==> src/rtl/ssd_pkg.sv <==
// Shared constants and types for the 4-digit seven-segment scanner.
// Segment codes are active-low {a,b,c,d,e,f,g,dp}; anode codes are active-low.
package ssd_pkg;

    localparam logic [7:0] SEG_0     = 8'b0000_0011;
    localparam logic [7:0] SEG_1     = 8'b1001_1111;
    localparam logic [7:0] SEG_2     = 8'b0010_0101;
    localparam logic [7:0] SEG_3     = 8'b0000_1101;
    localparam logic [7:0] SEG_4     = 8'b1001_1001;
    localparam logic [7:0] SEG_5     = 8'b0100_1001;
    localparam logic [7:0] SEG_6     = 8'b0100_0001;
    localparam logic [7:0] SEG_7     = 8'b0001_1111;
    localparam logic [7:0] SEG_8     = 8'b0000_0001;
    localparam logic [7:0] SEG_9     = 8'b0000_1001;
    localparam logic [7:0] SEG_DASH  = 8'b1111_1101;
    localparam logic [7:0] SEG_BLANK = 8'b1111_1111;

    localparam logic [3:0] AN_OFF  = 4'b1111;
    localparam logic [3:0] AN_SEL0 = 4'b1110;
    localparam logic [3:0] AN_SEL1 = 4'b1101;
    localparam logic [3:0] AN_SEL2 = 4'b1011;
    localparam logic [3:0] AN_SEL3 = 4'b0111;

    typedef logic [1:0] scan_idx_t;

    // Captured display payload: d0 = thousands .. d3 = ones, dp by anode position.
    typedef struct packed {
        logic [3:0] d0;
        logic [3:0] d1;
        logic [3:0] d2;
        logic [3:0] d3;
        logic [3:0] dp;
    } shadow_t;

    function automatic logic [3:0] an_sel(input scan_idx_t idx);
        logic [3:0] an;
        an = AN_OFF;
        case (idx)
            2'd0: an = AN_SEL0;
            2'd1: an = AN_SEL1;
            2'd2: an = AN_SEL2;
            2'd3: an = AN_SEL3;
            default: an = AN_OFF;
        endcase
        return an;
    endfunction

endpackage

==> src/rtl/bcd_to_seg.sv <==
// Combinational BCD digit to active-low {a..g} glyph; 10-15 render as a dash,
// blank_i forces all segments off.
module bcd_to_seg (
    input  logic [3:0] digit_i,
    input  logic       blank_i,
    output logic [6:0] seg_c
);
    import ssd_pkg::*;

    always_comb begin
        seg_c = SEG_DASH[7:1];
        if (blank_i) begin
            seg_c = SEG_BLANK[7:1];
        end else begin
            case (digit_i)
                4'd0:    seg_c = SEG_0[7:1];
                4'd1:    seg_c = SEG_1[7:1];
                4'd2:    seg_c = SEG_2[7:1];
                4'd3:    seg_c = SEG_3[7:1];
                4'd4:    seg_c = SEG_4[7:1];
                4'd5:    seg_c = SEG_5[7:1];
                4'd6:    seg_c = SEG_6[7:1];
                4'd7:    seg_c = SEG_7[7:1];
                4'd8:    seg_c = SEG_8[7:1];
                4'd9:    seg_c = SEG_9[7:1];
                default: seg_c = SEG_DASH[7:1];
            endcase
        end
    end

endmodule

==> src/rtl/ssd_scan4.sv <==
// Time-multiplexed 4-digit common-anode seven-segment driver with leading-zero
// blanking and per-digit dp. Optional blink gating under macro SSD_BLINK_EN.
module ssd_scan4 #(
    parameter int unsigned SCAN_DIV     = 100000,
    parameter int unsigned BLINK_FRAMES = 125
) (
    input  logic       clk,
    input  logic       rst,
    input  logic       load,
    input  logic [3:0] dig0,
    input  logic [3:0] dig1,
    input  logic [3:0] dig2,
    input  logic [3:0] dig3,
    input  logic [3:0] dp_en,
    input  logic       blink,
    output logic [3:0] ssd_an,
    output logic [7:0] ssd_seg,
    output logic       frame_done
);
    import ssd_pkg::*;

    localparam int unsigned DIV_W = (SCAN_DIV > 1) ? $clog2(SCAN_DIV) : 1;
    localparam int unsigned FC_W  = (BLINK_FRAMES > 1) ? $clog2(BLINK_FRAMES) : 1;

    logic [DIV_W-1:0] div_q, div_d;
    scan_idx_t        idx_q, idx_d;
    shadow_t          shadow_q, shadow_d;
    logic [3:0]       an_q, an_d;
    logic [7:0]       seg_q, seg_d;
    logic             fd_q, fd_d;

    logic             tick_c;
    logic             frame_wrap_c;
    logic [3:0]       cur_dig_c;
    logic             blank_c;
    logic [6:0]       glyph_c;
    logic             force_off_c;

    // Refresh divider, scan index and shadow capture.
    always_comb begin
        tick_c       = (div_q == DIV_W'(SCAN_DIV - 1));
        frame_wrap_c = tick_c && (idx_q == 2'd3);
        div_d        = tick_c ? '0 : div_q + DIV_W'(1);
        idx_d        = tick_c ? scan_idx_t'(idx_q + 2'd1) : idx_q;
        shadow_d     = load ? {dig0, dig1, dig2, dig3, dp_en} : shadow_q;
        fd_d         = frame_wrap_c;
    end

    // Digit select; a position blanks only when it and everything left of it is zero.
    always_comb begin
        cur_dig_c = shadow_q.d3;
        blank_c   = 1'b0;
        case (idx_q)
            2'd0: begin
                cur_dig_c = shadow_q.d3;
                blank_c   = 1'b0;
            end
            2'd1: begin
                cur_dig_c = shadow_q.d2;
                blank_c   = (shadow_q.d0 == 4'd0) && (shadow_q.d1 == 4'd0)
                            && (shadow_q.d2 == 4'd0);
            end
            2'd2: begin
                cur_dig_c = shadow_q.d1;
                blank_c   = (shadow_q.d0 == 4'd0) && (shadow_q.d1 == 4'd0);
            end
            2'd3: begin
                cur_dig_c = shadow_q.d0;
                blank_c   = (shadow_q.d0 == 4'd0);
            end
            default: begin
                cur_dig_c = shadow_q.d3;
                blank_c   = 1'b0;
            end
        endcase
    end

    bcd_to_seg u_dec (
        .digit_i (cur_dig_c),
        .blank_i (blank_c),
        .seg_c   (glyph_c)
    );

    always_comb begin
        an_d  = force_off_c ? AN_OFF : an_sel(idx_q);
        seg_d = {glyph_c, ~shadow_q.dp[idx_q]};
    end

`ifdef SSD_BLINK_EN
    logic [FC_W-1:0] fcnt_q, fcnt_d;
    logic            phase_q, phase_d;

    // Frame counter toggles the blink phase every BLINK_FRAMES frames.
    always_comb begin
        fcnt_d  = fcnt_q;
        phase_d = phase_q;
        if (frame_wrap_c) begin
            if (fcnt_q == FC_W'(BLINK_FRAMES - 1)) begin
                fcnt_d  = '0;
                phase_d = ~phase_q;
            end else begin
                fcnt_d = fcnt_q + FC_W'(1);
            end
        end
    end

    always_ff @(posedge clk) begin
        if (rst) begin
            fcnt_q  <= '0;
            phase_q <= 1'b0;
        end else begin
            fcnt_q  <= fcnt_d;
            phase_q <= phase_d;
        end
    end

    assign force_off_c = blink && phase_q;
`else
    logic [FC_W:0] unused_blink;
    assign unused_blink = {blink, FC_W'(BLINK_FRAMES - 1)};
    assign force_off_c  = 1'b0;
`endif

    always_ff @(posedge clk) begin
        if (rst) begin
            div_q    <= '0;
            idx_q    <= '0;
            shadow_q <= '0;
            an_q     <= AN_OFF;
            seg_q    <= SEG_BLANK;
            fd_q     <= 1'b0;
        end else begin
            div_q    <= div_d;
            idx_q    <= idx_d;
            shadow_q <= shadow_d;
            an_q     <= an_d;
            seg_q    <= seg_d;
            fd_q     <= fd_d;
        end
    end

    assign ssd_an     = an_q;
    assign ssd_seg    = seg_q;
    assign frame_done = fd_q;

endmodule

==> config.mk <==
export PLATFORM = sky130hd
export DESIGN_NAME = ssd_scan4
export DESIGN_NICKNAME = d
export VERILOG_FILES = /design/src/rtl/ssd_pkg.sv /design/src/rtl/bcd_to_seg.sv /design/src/rtl/ssd_scan4.sv
export SDC_FILE = /design/constraint.sdc
export NUM_CORES = 1
export LEC_CHECK = 0
export ABC_AREA = 1
export CAP_MARGIN = 10
export CORE_ASPECT_RATIO = 1.25
export CORE_MARGIN = 2
export CORE_UTILIZATION = 53
export DETAILED_ROUTE_END_ITERATION = 10
export PLACE_DENSITY = 0.77
export SLEW_MARGIN = 10
export SYNTH_ARGS = -nofsm -noshare
export SYNTH_HDL_FRONTEND = slang
export SYNTH_SLANG_ARGS = --single-unit
export TNS_END_PERCENT = 1
==> constraint.sdc <==
create_clock -name clk -period 2.2 [get_ports clk]
set_input_delay 0.44 -clock clk [delete_from_list [all_inputs] [get_ports clk]]
set_output_delay 0.44 -clock clk [all_outputs]
set_load 0.03 [all_outputs]
==> flow_summary.ini <==
[route]
drtIter0Drc = 69
detail_route.wl_per_cell_um = 10.6
wl_met2_um = 2490
routedLengthMet1_um = 2000
vias_per_cell = 4.91
dr_wl_met3_um = 143
first_pass_iters = 4
totalWireLength_um = 4710
highest_layer = met4
drc = 0
vias = 2182
postRouteAntennaNets = 0

[timing]
slew_headroom_pct = 58.7
hold_violations = 0
min_period_ns = 1.97
rsz0062_at_grt = false
setup-violations-final = 0
skew_ns = 0.00768
tightest_slew_ns = 0.619
timing.fmax_ghz = 0.509
fin_crit_sh_pct = 89.3
fin_tns_setup_ns = 0
slew_violations = 0

[floorplanning]
die_h_um = 79.7
io_pins = 37
rows = 27
coreArea_um2 = 4390
die_area_um2 = 5140
die_w_um = 64.5
initial_core_util_pct = 55.3

[global_route]
grt_pass1_wl_um = 8410
gr-usage-all-layers_pct = 20.6
grt_overflow = 0
grt_max_degree = 31
grt_pass1_vias = 2087
antenna_found_initial = 0

[synth]
syn_inst = 343
avgSynthCellArea_um2 = 7.08
synth_cell_type_count = 27
yosys.area.top_type_share_pct = 42.9
ys_seq_area_share_pct = 42.9
synth_seq_cells = 52
yosysTopAreaCell = dfxtp_1
yosys_warnings = 0
netlist_area_um2 = 2430
synth.net_count = 377
synth.top_cells.by_area = dfxtp_1, nand2_1, nor2_1

[clock_network]
cts_tree = yes
clk_pin_slew_worst_paths_ns = 0.09
htreeDepth = 2
cts_buffers = 5
cts_resized = 0
clock_latency_ns = 0.31
postCtsSetupBuffers = 0
clock_path_buffers = 2
cts_root_buffer = clkbuf_8
hold_buffers = 0
clkSinkCount = 52

[worst_setup_path]
startpoint_type = flop
crit_top_cell = inv_1
cp_num_buf_inv = 5
slowest_stage = dfxtp_1
worst-path-max-fanout = 8
arrival_ns = 2.16
critical_path_class = flop to flop
required_ns = 2.39
max_stage_delay_ns = 0.39
cp-end-kind = flop
crit_path_cell_trace = inv_1, ha_1, inv_2, nor2_1, nor2_2, inv_1, ha_1, inv_1, nand3_1, nand3_1, nand2_1, inv_1, nand2_1
cp_top_family = adder cells

[finish]
antenna_cells = 0
final_net_count = 419
drive_gt1_share_pct = 9.84
fill_cells = 406
multi_input_comb_area_um2 = 1200
area_growth_pct = 23.1
ff_latch_area_um2 = 1040

[place]
port_buffers = 35
gp_routability_congestion = 0.846
hpwl_um = 3600

[hold_path]
hold_class = flop to flop

[status]
status = finished, final reports clean

[power]
p_total_uw = 1910
p_per_area_nw_per_um2 = 640
ir_drop_v = 0.000365
leakagePower_uw = 0.00125

[run]
cap_violations = 0
-- per-stage QoR --
step	instance area (um^2)	util, %	cells	setup slack (ns)	hold slack (ns)
2_1_floorplan	2430	-	343	0.247	0.427
3_3_place_gp	2860	65.1	436	0.143	0.440
3_5_place_dp	2860	65.1	436	0.0985	0.456
4_1_cts	2980	67.9	444	0.0761	0.475
5_1_grt	2990	68.1	444	0.0292	0.494
6_report	2990	68.1	444	0.234	0.469
-- worst register-to-register path, delay by kind of cell, from the launching register on --
kind	cells	cell delay, ns
adder cells (fa/ha/maj)	2	0.51
buffers and inverters	5	0.44
flip-flops	1	0.39
AND/OR/NAND/NOR	6	0.51
-- where the power goes --
part	total (uW)	internal [uW]	leakage (uW)	switching [uW]
clock network	675	372	0.0000614	303
logic	231	107	0.000762	124
registers	1010	985	0.000428	21.5
-- state kept, by name, summed over array words and instances, names as in the netlist --
| register | flops |
|---|---|
| shadow_q | 20 |
| div_q | 17 |
| ssd_seg | 8 |
| ssd_an | 4 |
| idx_q | 2 |
| frame_done | 1 |
-- area by class of cell --
| type | instances | share of cell area, % |
|---|---|---|
| Inverter | 40 | 5.02 |
| Clock inverter | 2 | 1.30 |
| Clock buffer | 6 | 2.76 |
| Timing Repair Buffer | 42 | 13.5 |
| Sequential cell | 52 | 34.9 |
| Tap cell | 58 | 2.43 |
| Multi-Input combinational cell | 244 | 40.1 |
-- kinds of logic (layout without fill, tap and decap cells) --
logic type	count (synthesis)	count (layout)	synth area share, %
XOR/XNOR	5	5	1.80
AND/OR/NAND/NOR	190	190	33.7
buffers and inverters	47	90	7.99
adder cells (fa/ha/maj)	10	10	5.15
flip-flops	52	52	42.9
AO/OA/AOI/OAI	39	39	8.51
-- per-layer routing --
layer  global-route usage, %  vias to the layer above
met5                       0                        -
met4                    7.45                        0
met3                    4.80                        9
met2                    39.3                       33
met1                    21.7                      982
li1                        -                     1158
-- layout by cell type (no fill, tap or decap) --
cell type,netlist,final
xor2_1,3,3
inv_1,38,37
nand3b_1,1,1
nand3_2,1,1
clkbuf_8,0,6
ha_2,0,2
nand3_1,14,14
nor2_4,1,1
dfxtp_2,0,1
o22ai_1,1,1
bufinv_16,0,1
nand4_1,7,7
buf_4,0,7
o21bai_2,1,1
nand2_2,2,2
inv_2,2,3
clkinv_4,0,1
nand2_4,1,1
xnor2_1,2,2
or2_0,1,1
dfxtp_1,52,51
nor2_1,70,69
o21ai_1,1,1
a21oi_1,11,11
o21ai_0,24,24
clkdlybuf4s50_1,0,35
ha_1,10,8
nor2_2,9,10
nor3_1,11,11
nand2_1,72,72
o21ai_2,1,1
-- synthesized netlist by cell type --
cell	n
nand2_1	72
nor2_4	1
o21bai_2	1
dfxtp_1	52
nand3_1	14
nand2_4	1
ha_1	10
xor2_1	3
o21ai_1	1
or2_0	1
a21oi_1	11
nand3b_1	1
nand3_2	1
o22ai_1	1
clkbuf_1	5
nor2_2	9
inv_2	2
o21ai_2	1
nor2_1	70
xnor2_1	2
buf_12	1
inv_1	38
nand2_2	2
nor3_1	11
buf_2	1
nand4_1	7
o21ai_0	24
-- worst paths after layout --
check / start / end / slack (ns) / depth (start not counted)
hold / removal: div_q[0] / div_q[0] / 0.47 / 1
hold reg to reg: div_q[0] / div_q[0] / 0.47 / 1
setup / recovery: idx_q[1] / ssd_seg[4] / 0.23 / 13
setup reg to reg: idx_q[1] / ssd_seg[4] / 0.23 / 13
Power figures use the tool's default switching activity.
